### config.mk
export PLATFORM = sky130hd
export DESIGN_NAME = stack_ctrl
export DESIGN_NICKNAME = d
export VERILOG_FILES = /design/src/rtl/stack_ctrl.sv
export SDC_FILE = /design/constraint.sdc
export NUM_CORES = 1
export LEC_CHECK = 0
export BUFFER_PORTS_ARGS = -buffer_cell sky130_fd_sc_hd__buf_2
export CORE_UTILIZATION = 25
export CTS_CLUSTER_DIAMETER = 150
export DETAILED_ROUTE_END_ITERATION = 10
export GPL_ROUTABILITY_DRIVEN = 0
export PLACE_DENSITY_LB_ADDON = 0.15
export SYNTH_ARGS = -nofsm -noshare
export SYNTH_HDL_FRONTEND = slang
export SYNTH_SLANG_ARGS = --single-unit
### constraint.sdc
create_clock -name clk -period 4.2 [get_ports clk]
set_input_delay 0.63 -clock clk [delete_from_list [all_inputs] [get_ports clk]]
set_output_delay 0.63 -clock clk [all_outputs]
set_load 0.005 [all_outputs]
### src/rtl/stack_ctrl.sv
// Hardware-stack sequencer: valid/ready PUSH/POP requests become push/pop pulses with a gap cycle.
// Latency: the response is valid 3 cycles after a legal accept, or 1 cycle after a rejected one.
// Backpressure: a response is held until rsp_ready. Optional STACK_CTRL_GUARD_EN adds overflow/underflow rejection.
module stack_ctrl #(
    parameter int DEPTH = 16,
    parameter int WIDTH = 16
) (
    input  logic                     clk,
    input  logic                     rst,
    input  logic                     req_valid,
    input  logic                     req_op,
    input  logic [WIDTH-1:0]         req_data,
    output logic                     req_ready,
    output logic                     rsp_valid,
    input  logic                     rsp_ready,
    output logic [WIDTH-1:0]         rsp_data,
    output logic                     rsp_err,
    output logic                     stk_push,
    output logic                     stk_pop,
    output logic [WIDTH-1:0]         stk_data,
    input  logic [WIDTH-1:0]         stk_out,
    output logic [$clog2(DEPTH):0]   depth,
    output logic                     ovf_flag,
    output logic                     udf_flag
);

    localparam int DW = $clog2(DEPTH) + 1;

    typedef enum logic [2:0] {
        S_IDLE,
        S_PUSH,
        S_POP,
        S_GAP,
        S_CAPT,
        S_RESP
    } state_t;

    state_t state, next_state;
    logic   accept;
    logic   req_legal;
    logic   is_full;
    logic   is_empty;

    assign is_full  = (depth == DW'(DEPTH));
    assign is_empty = (depth == '0);

`ifdef STACK_CTRL_GUARD_EN
    assign req_legal = req_op ? !is_empty : !is_full;

    always_ff @(posedge clk) begin
        if (rst) begin
            rsp_err  <= 1'b0;
            ovf_flag <= 1'b0;
            udf_flag <= 1'b0;
        end else if (accept) begin
            rsp_err <= !req_legal;
            if (!req_legal && !req_op) ovf_flag <= 1'b1;
            if (!req_legal &&  req_op) udf_flag <= 1'b1;
        end
    end
`else
    assign req_legal = 1'b1;
    assign rsp_err   = 1'b0;
    assign ovf_flag  = 1'b0;
    assign udf_flag  = 1'b0;
`endif

    always_comb begin
        next_state = state;
        req_ready  = 1'b0;
        rsp_valid  = 1'b0;
        stk_push   = 1'b0;
        stk_pop    = 1'b0;
        accept     = 1'b0;
        case (state)
            S_IDLE: begin
                req_ready = 1'b1;
                if (req_valid) begin
                    accept = 1'b1;
                    if (!req_legal)  next_state = S_RESP;
                    else if (req_op) next_state = S_POP;
                    else             next_state = S_PUSH;
                end
            end
            S_PUSH: begin
                stk_push   = 1'b1;
                next_state = S_GAP;
            end
            S_GAP:  next_state = S_RESP;
            S_POP: begin
                stk_pop    = 1'b1;
                next_state = S_CAPT;
            end
            S_CAPT: next_state = S_RESP;
            S_RESP: begin
                rsp_valid = 1'b1;
                if (rsp_ready) next_state = S_IDLE;
            end
            default: next_state = S_IDLE;
        endcase
    end

    always_ff @(posedge clk) begin
        if (rst) begin
            state    <= S_IDLE;
            stk_data <= '0;
            rsp_data <= '0;
            depth    <= '0;
        end else begin
            state <= next_state;
            if (accept) begin
                rsp_data <= '0;
                if (!req_op) stk_data <= req_data;
            end
            // The stack registers the popped word on the POP edge, so it is sampled one cycle later.
            if (state == S_CAPT) rsp_data <= stk_out;
            if (state == S_PUSH && !is_full)  depth <= depth + DW'(1);
            if (state == S_POP  && !is_empty) depth <= depth - DW'(1);
        end
    end

endmodule

# After elaboration in Yosys (flattened, before gate mapping)
# Cells that the tools add are included.
[totals] inputBits=37 output_inout_bits=44 mem_bits_ro=0 mem_bits_rw=0 elab_cells=40 latchBits=0 ff_bits=40 memories=0
[classes] mux=14 magnitude_cmp=0 bitwise_logic=1 n_addsub=2 multipliers=0 n_shift=0 eq_ne=8 n_div=0 reduce_logical=11
[op_table] operator="$mux 16" count=2
[op_table] operator="$pmux 3 s5" count=1
[op_table] operator="$mux 5" count=2
[op_table] operator="$eq 3x2->1 const B" count=2
[op_table] operator="$eq 3x3->1 const B" count=2
[op_table] operator="$mux 1" count=6
[op_table] operator="$mux 3" count=2
[op_table] operator="$add 5x1->5 const B" count=1
[op_table] operator="$eq 5x5->1 const B" count=1
[op_table] operator="$logic_not 5->1" count=1
[op_table] operator="$sub 5x1->5 const B" count=1
[op_table] operator="$ne 2x2->1 const B" count=2
[op_table] operator="$reduce_and 2->1" count=2
[op_table] operator="$reduce_bool 2->1" count=2
[op_table] operator="$eq 3x1->1 const B" count=1
[op_table] operator="$logic_not 3->1" count=1
[op_table] operator="$logic_and 1x1->1" count=2
[op_table] operator="$logic_not 1->1" count=2
[op_table] operator="$mux 2" count=1
[op_table] operator="$reduce_or 2->1" count=1
[op_table] operator="$not 1->1" count=1

# Longest topological paths before layout
# Gate-level depths: netlist of the first run.
[depth] depth_word=5 mapped_depth=10

# Worst setup path before layout of the first run
# Ideal clock, no wire load.
[synth_timing] path_kind="register -> register" from="register depth[0]" to="register depth[4]" t_arrival_ns=2.187 period_less_slack_ns=2.257 path_slack_ns=1.943 path_stages_with_launch=10 path_buffers=0 cell_sequence="dfxtp_1 > or4_4 > o21ai_4 > inv_1 > ha_1 > nand2b_1 > a21oi_1 > xor2_1 > or3_1 > a21oi_1"
[synth_between] elab_chain_len=4
[synth_lines] item="start, declared" line_no="22" rtl="output logic [$clog2(DEPTH):0] depth,"
[synth_lines] item="start signal, assigned" line_no="117" rtl="if (state == S_PUSH && !is_full) depth <= depth + DW'(1);"
[synth_lines] item="start signal, assigned" line_no="118" rtl="if (state == S_POP && !is_empty) depth <= depth - DW'(1);"
[synth_lines] item="parallel branches: the longest is 4 deep, another holds $add 5x1->5"
# Parallel ways; which one is timed is not known. The select of a mux whose other input is x is not followed.
# A chain may end at the register's enable or synchronous reset.

# Final worst setup path of the first run
[layout_timing] from="register depth[1]" to="register depth[4]"
# The elaborated chain is that of the path after synthesis.

==> results of run 1 <==
[critical path: stages (launching register included)]
cell and delay (ns):
dfxtp_1 0.35, or4_4 0.54, o21ai_4 0.22, inv_1 0.11
ha_1 0.34, nand2b_1 0.07, a21oi_1 0.16, xor2_1 0.10
or3_1 0.31, a21oi_1 0.14
[registers in the layout, summed over array words and instances (netlist names)]
register	cells
depth	5
rsp_data	16
stk_data	16
state	3
[cells by family after synthesis]
| logic type | Yosys count | synth area share |
|---|---|---|
| buffers and inverters | 19 | 0.0558 |
| AND/OR/NAND/NOR | 79 | 0.226 |
| multiplexers | 2 | 0.0121 |
| XOR/XNOR | 4 | 0.0211 |
| flip-flops | 40 | 0.482 |
| other | 1 | 0.00226 |
| adder cells (fa/ha/maj) | 4 | 0.0347 |
| AO/OA/AOI/OAI | 43 | 0.166 |
[final cells by class]
class | instances | area, um^2
clock buffer | 7 | 96.3
clock inverter | 1 | 30.0
fill | 693 | 4180
inverter | 3 | 11.3
multi-input combinational | 135 | 774
sequential | 40 | 801
tap | 77 | 96.3
timing repair buffer | 78 | 393
[layer usage]
metal,track usage,part of all wire
met1,0.140,0.47
met3,0.0396,0.066
met4,0.0462,0.018
met5,0,0
met2,0.177,0.45
[worst paths after layout]
check	startpoint	slack, ns	end
max	depth[1]$_SDFFE_PP0P_	1.79	depth[4]$_SDFFE_PP0P_
min reg2reg	stk_data[7]$_SDFFE_PP0P_	0.45	stk_data[7]$_SDFFE_PP0P_
max reg2reg	depth[1]$_SDFFE_PP0P_	1.79	depth[4]$_SDFFE_PP0P_
min	stk_data[7]$_SDFFE_PP0P_	0.45	stk_data[7]$_SDFFE_PP0P_
[cells in the mapped netlist (all sizes together)]
cell,n,area share
fa,1,0.012
mux2i,2,0.012
o21ai,3,0.016
inv,3,0.0068
a21oi,21,0.063
nor3b,1,0.011
a22oi,16,0.072
xor2,1,0.0053
dfxtp,40,0.48
and2,3,0.011
a21o,1,0.0053
nor4,1,0.0038
nand3b,2,0.0090
or3,1,0.0038
buf,7,0.029
clkbuf,9,0.020
conb,1,0.0023
nor2,27,0.061
nand2b,3,0.011
xnor2,3,0.016
nand2,34,0.077
and3b,1,0.0053
a211oi,2,0.0090
nor2b,1,0.0038
and3,1,0.0068
nor3,1,0.0060
nand3,2,0.0090
or4,1,0.0068
ha,3,0.023
[power groups by stage]
stage          Combinational (uW)  Sequential (uW)  Clock (uW)
6_report                      186              428         347
4_1_cts                       190              429         360
2_1_floorplan                 132              430           0
3_5_place_dp                  188              438           0
5_1_grt                       211              433         375
3_3_place_gp                  191              437           0
[stage by stage]
stage	cells	total power, uW	hold WS [ns]
3_5_place_dp	333	626	0.445
4_1_cts	341	978	0.456
5_1_grt	341	1020	0.481
2_1_floorplan	194	562	0.453
3_3_place_gp	333	628	0.440
6_report	341	962	0.453
==> qor.yml, run 1 <==
status: "complete, no violations"
syn_area_per_cell_um2: 8.65
die_w_um: 83.5
leakage_uw: 0.00102
grt_use_total: 0.113
p_comb_frac: 0.194
fmax_mhz: 415
netlist_area_um2: 1660
place_area_um2: 2080
wl_per_cell_um: 11.5
ff2ff_path_depth: 9
cp_max_fo: 5
die_h_um: 83.5
worstSetupPathType: "reg2reg"
rsz0062_at_grt: "no"
first_pass_iters: 4
hp-class: "reg2reg"
final_core_util: 0.345
grt_pass1_vias: 1333
antenna_found_initial: 0
relSlewSlack: 0.404
arrival_ns: 2.63
required_ns: 4.42
power_switching_uw: 259
grt_max_degree: 41
ant_nets: 0
gr-total-overflow: 0
vias: 1491
yosysSeqAreaShare: 0.482
ys_seq_elements: 40
p_per_area_nw_per_um2: 437
areaGrowthSynthToFinish_pct: 32.6
cts_resized: 0
layout.nets: 304
grt_pass1_wl_mm: 6.22
clkPwrFrac: 0.361
vias_per_cell: 4.37
dp_slack_ns: 1.82
core_um2: 6390
drv_slew: 0
portBuffers: 77
cts_made_buffers: 5
cts_hold_buffers: 0
clk_latency_ns: 0.29
worst_ir_drop_vdd_v: 0.000155
clk_path_buf_depth: 2
setup_slack_ns: 1.79
antenna_cells: 0
worstSetupEndpointType: "flip-flop"
remaining_drc_errors: 0
synthCells: 192
routed_wirelength_mm: 3.93
worst-slew-pin-transition_ns: 0.894
setup_viol: 0
initial_core_util: 0.260
cap_violations: 0
startpoint_type: "flip-flop"
ys_warn_count: 0
power.share.switching: 0.269
dr.first_iter.drc_count: 48
clkTransAtPathRegs_ns: 0.08
post_cts_buffers: 0
p_seq_frac: 0.445
fin_crit_sh: 0.574
layout-drive-gt1-share: 0.352
finalSetupTns_ns: 0
hold_depth: 2
final.min_clock_period_ns: 2.41
final_cell_mix: "buf_2, dfxtp_1, nand2_1"
skew_ns: 0.00285
cts_sinks: 40
mostFrequentLayoutCell: "buf_2"
cts-htree-levels: 2
yosysUniqueCellTypes: 33
fp.dieArea_um2: 6970
root_buffer: "clkbuf_8"
io_pins: 81
cts_tree: "yes"
final_cell_area_um2: 2200
internal_power_uw: 703
placementRows: 29
hold_viol: 0
dp_hpwl_mm: 2.63
(Power assumes the default switching activity.)
==> run 2: changes to the inputs <==
Clock period 4.2 ns to 2.3 ns, I/O delays scaled along.
==> run 2 against run 1 <==
- first-iteration DRC count shrank 4.2%
- die area is the same
- hold slack got worse by 0.17 ns
- design area is 3.5% higher
- wire length up 6.4%
- critical path depth unchanged
- combinational power increased by 120%
- register-to-register slack lost 1.7 ns
==> qor.yml, run 2 (same netlist as run 1, synthesis figures left out) <==
status: "complete, no violations"
fmax_mhz: 449
areaGrowthSynthToFinish_pct: 37.2
root_buffer: "clkbuf_8"
required_ns: 2.52
io_pins: 81
core_um2: 6390
skew_ns: 0.00350
critPathCapture: "depth[4]$_SDFFE_PP0P_"
clk_path_buf_depth: 2
crit_path_start: "depth[1]$_SDFFE_PP0P_"
grt_pass1_wl_mm: 6.93
first_pass_iters: 4
cp_max_fo: 3
cp_num_buf_inv: 1
initial_core_util: 0.260
dp_hpwl_mm: 2.85
remaining_drc_errors: 0
worst_ir_drop_vdd_v: 0.000209
place_area_um2: 2140
slowest_delay_ns: 0.55
setup_viol: 0
drv_slew: 0
reg.largest.list: "rsp_data: 16 flops, stk_data: 16 flops, depth: 5 flops"
crit_chain: "or4_4 > o21ai_4 > inv_2 > ha_4 > nand2b_4 > a21oi_2 > xor2_1 > or3_1 > a21oi_1"
startpoint_type: "flip-flop"
portBuffers: 77
ant_nets: 0
fp.dieArea_um2: 6970
cts_sinks: 40
final_cell_area_um2: 2280
relSlewSlack: 0.490
fin_cells: 350
worst-slew-pin-transition_ns: 0.765
grt_use_total: 0.127
reg2reg_slack_ns: 0.07
hp-class: "in2reg"
rr_endpoint: "depth[4]$_SDFFE_PP0P_"
vias: 1521
clkTransAtPathRegs_ns: 0.08
mostFrequentLayoutCell: "buf_2"
clk_latency_ns: 0.29
grt_max_degree: 41
rsz0062_at_grt: "yes"
fin_crit_sh: 0.968
arrival_ns: 2.44
r2r-start: "depth[1]$_SDFFE_PP0P_"
final.min_clock_period_ns: 2.23
gr-total-overflow: 0
die_h_um: 83.5
dp_cells: 342
worstSetupPathType: "reg2reg"
hold_viol: 0
placementRows: 29
die_w_um: 83.5
cts_hold_buffers: 0
antenna_cells: 0
hold_ws_ns: 0.284
cts_made_buffers: 5
grt_pass1_vias: 1443
worstSetupEndpointType: "flip-flop"
cts_tree: "yes"
final_cell_mix: "buf_2, dfxtp_1, nand2_1"
crit_slowest_cell: "or4_4"
critical_path.top_delay_family: "simple AND/OR/NAND/NOR gates"
hold_depth: 3
ff2ff_path_depth: 9
dr.first_iter.drc_count: 46
wl_per_cell_um: 11.9
layout.nets: 314
cp.depth: 9
routed_wirelength_mm: 4.18
cts-htree-levels: 2
antenna_found_initial: 0
layout-drive-gt1-share: 0.403
final_core_util: 0.357
vias_per_cell: 4.35
leakage_uw: 0.00105
p_total_uw: 1630
cap_violations: 0
p_per_area_nw_per_um2: 714
## run 2: metrics by stage
stage / setup WS [ns] / setup TNS, ns
6_report: 0.0747 / 0
3_5_place_dp: 0.0532 / 0
4_1_cts: 0.0404 / 0
2_1_floorplan: 0.0427 / 0
5_1_grt: -0.0442 / -0.0442
3_3_place_gp: 0.0773 / 0
## run 2: worst min path at each step
stage,from,endpoint
2_1_floorplan,stk_data[0]$_SDFFE_PP0P_,stk_data[0]$_SDFFE_PP0P_
3_3_place_gp,stk_data[1]$_SDFFE_PP0P_,stk_data[1]$_SDFFE_PP0P_
3_5_place_dp,stk_data[1]$_SDFFE_PP0P_,stk_data[1]$_SDFFE_PP0P_
4_1_cts,stk_out[3],rsp_data[3]$_SDFFE_PP0P_
5_1_grt,req_data[7],stk_data[7]$_SDFFE_PP0P_
6_report,req_data[1],stk_data[1]$_SDFFE_PP0P_
## run 2: layout make-up
cell class	count	area, um^2
fillers	697	4110
multi-input cells	135	820
well taps	77	96.3
flip-flops and latches	40	802
inverters	3	11.3
clock buffers	6	72.6
repair buffers	88	472
clock inverters	1	5.00
## run 2: power by group
group          total [uW]  switching, uW  internal (uW)  leakage [uW]
Clock                 443            236            206     0.0000410
Combinational         417            214            203      0.000687
Sequential            766           26.3            739      0.000325
## run 2: metal layers
layer  share of wire  vias to the layer above  track usage
met5               0                        -            0
met4           0.017                        0       0.0508
met3           0.066                        5       0.0425
met2            0.46                       48        0.199
met1            0.45                      673        0.160
li1                -                      795            -
## run 2: repair_timing
item / 4_1_cts / 5_1_grt
setup endpoints to repair: 0 / 1
hold endpoints to repair: 0 / 0
resized for setup: 0 / 10
setup buffers: 0 / 1
## run 2: worst min-delay path: cells and delay by family
kind | cells | cell delay (ns)
AOI/OAI and AO/OA | 1 | 0.05
and+or+nand+nor | 1 | 0.04
buffers and inverters | 1 | 0.09
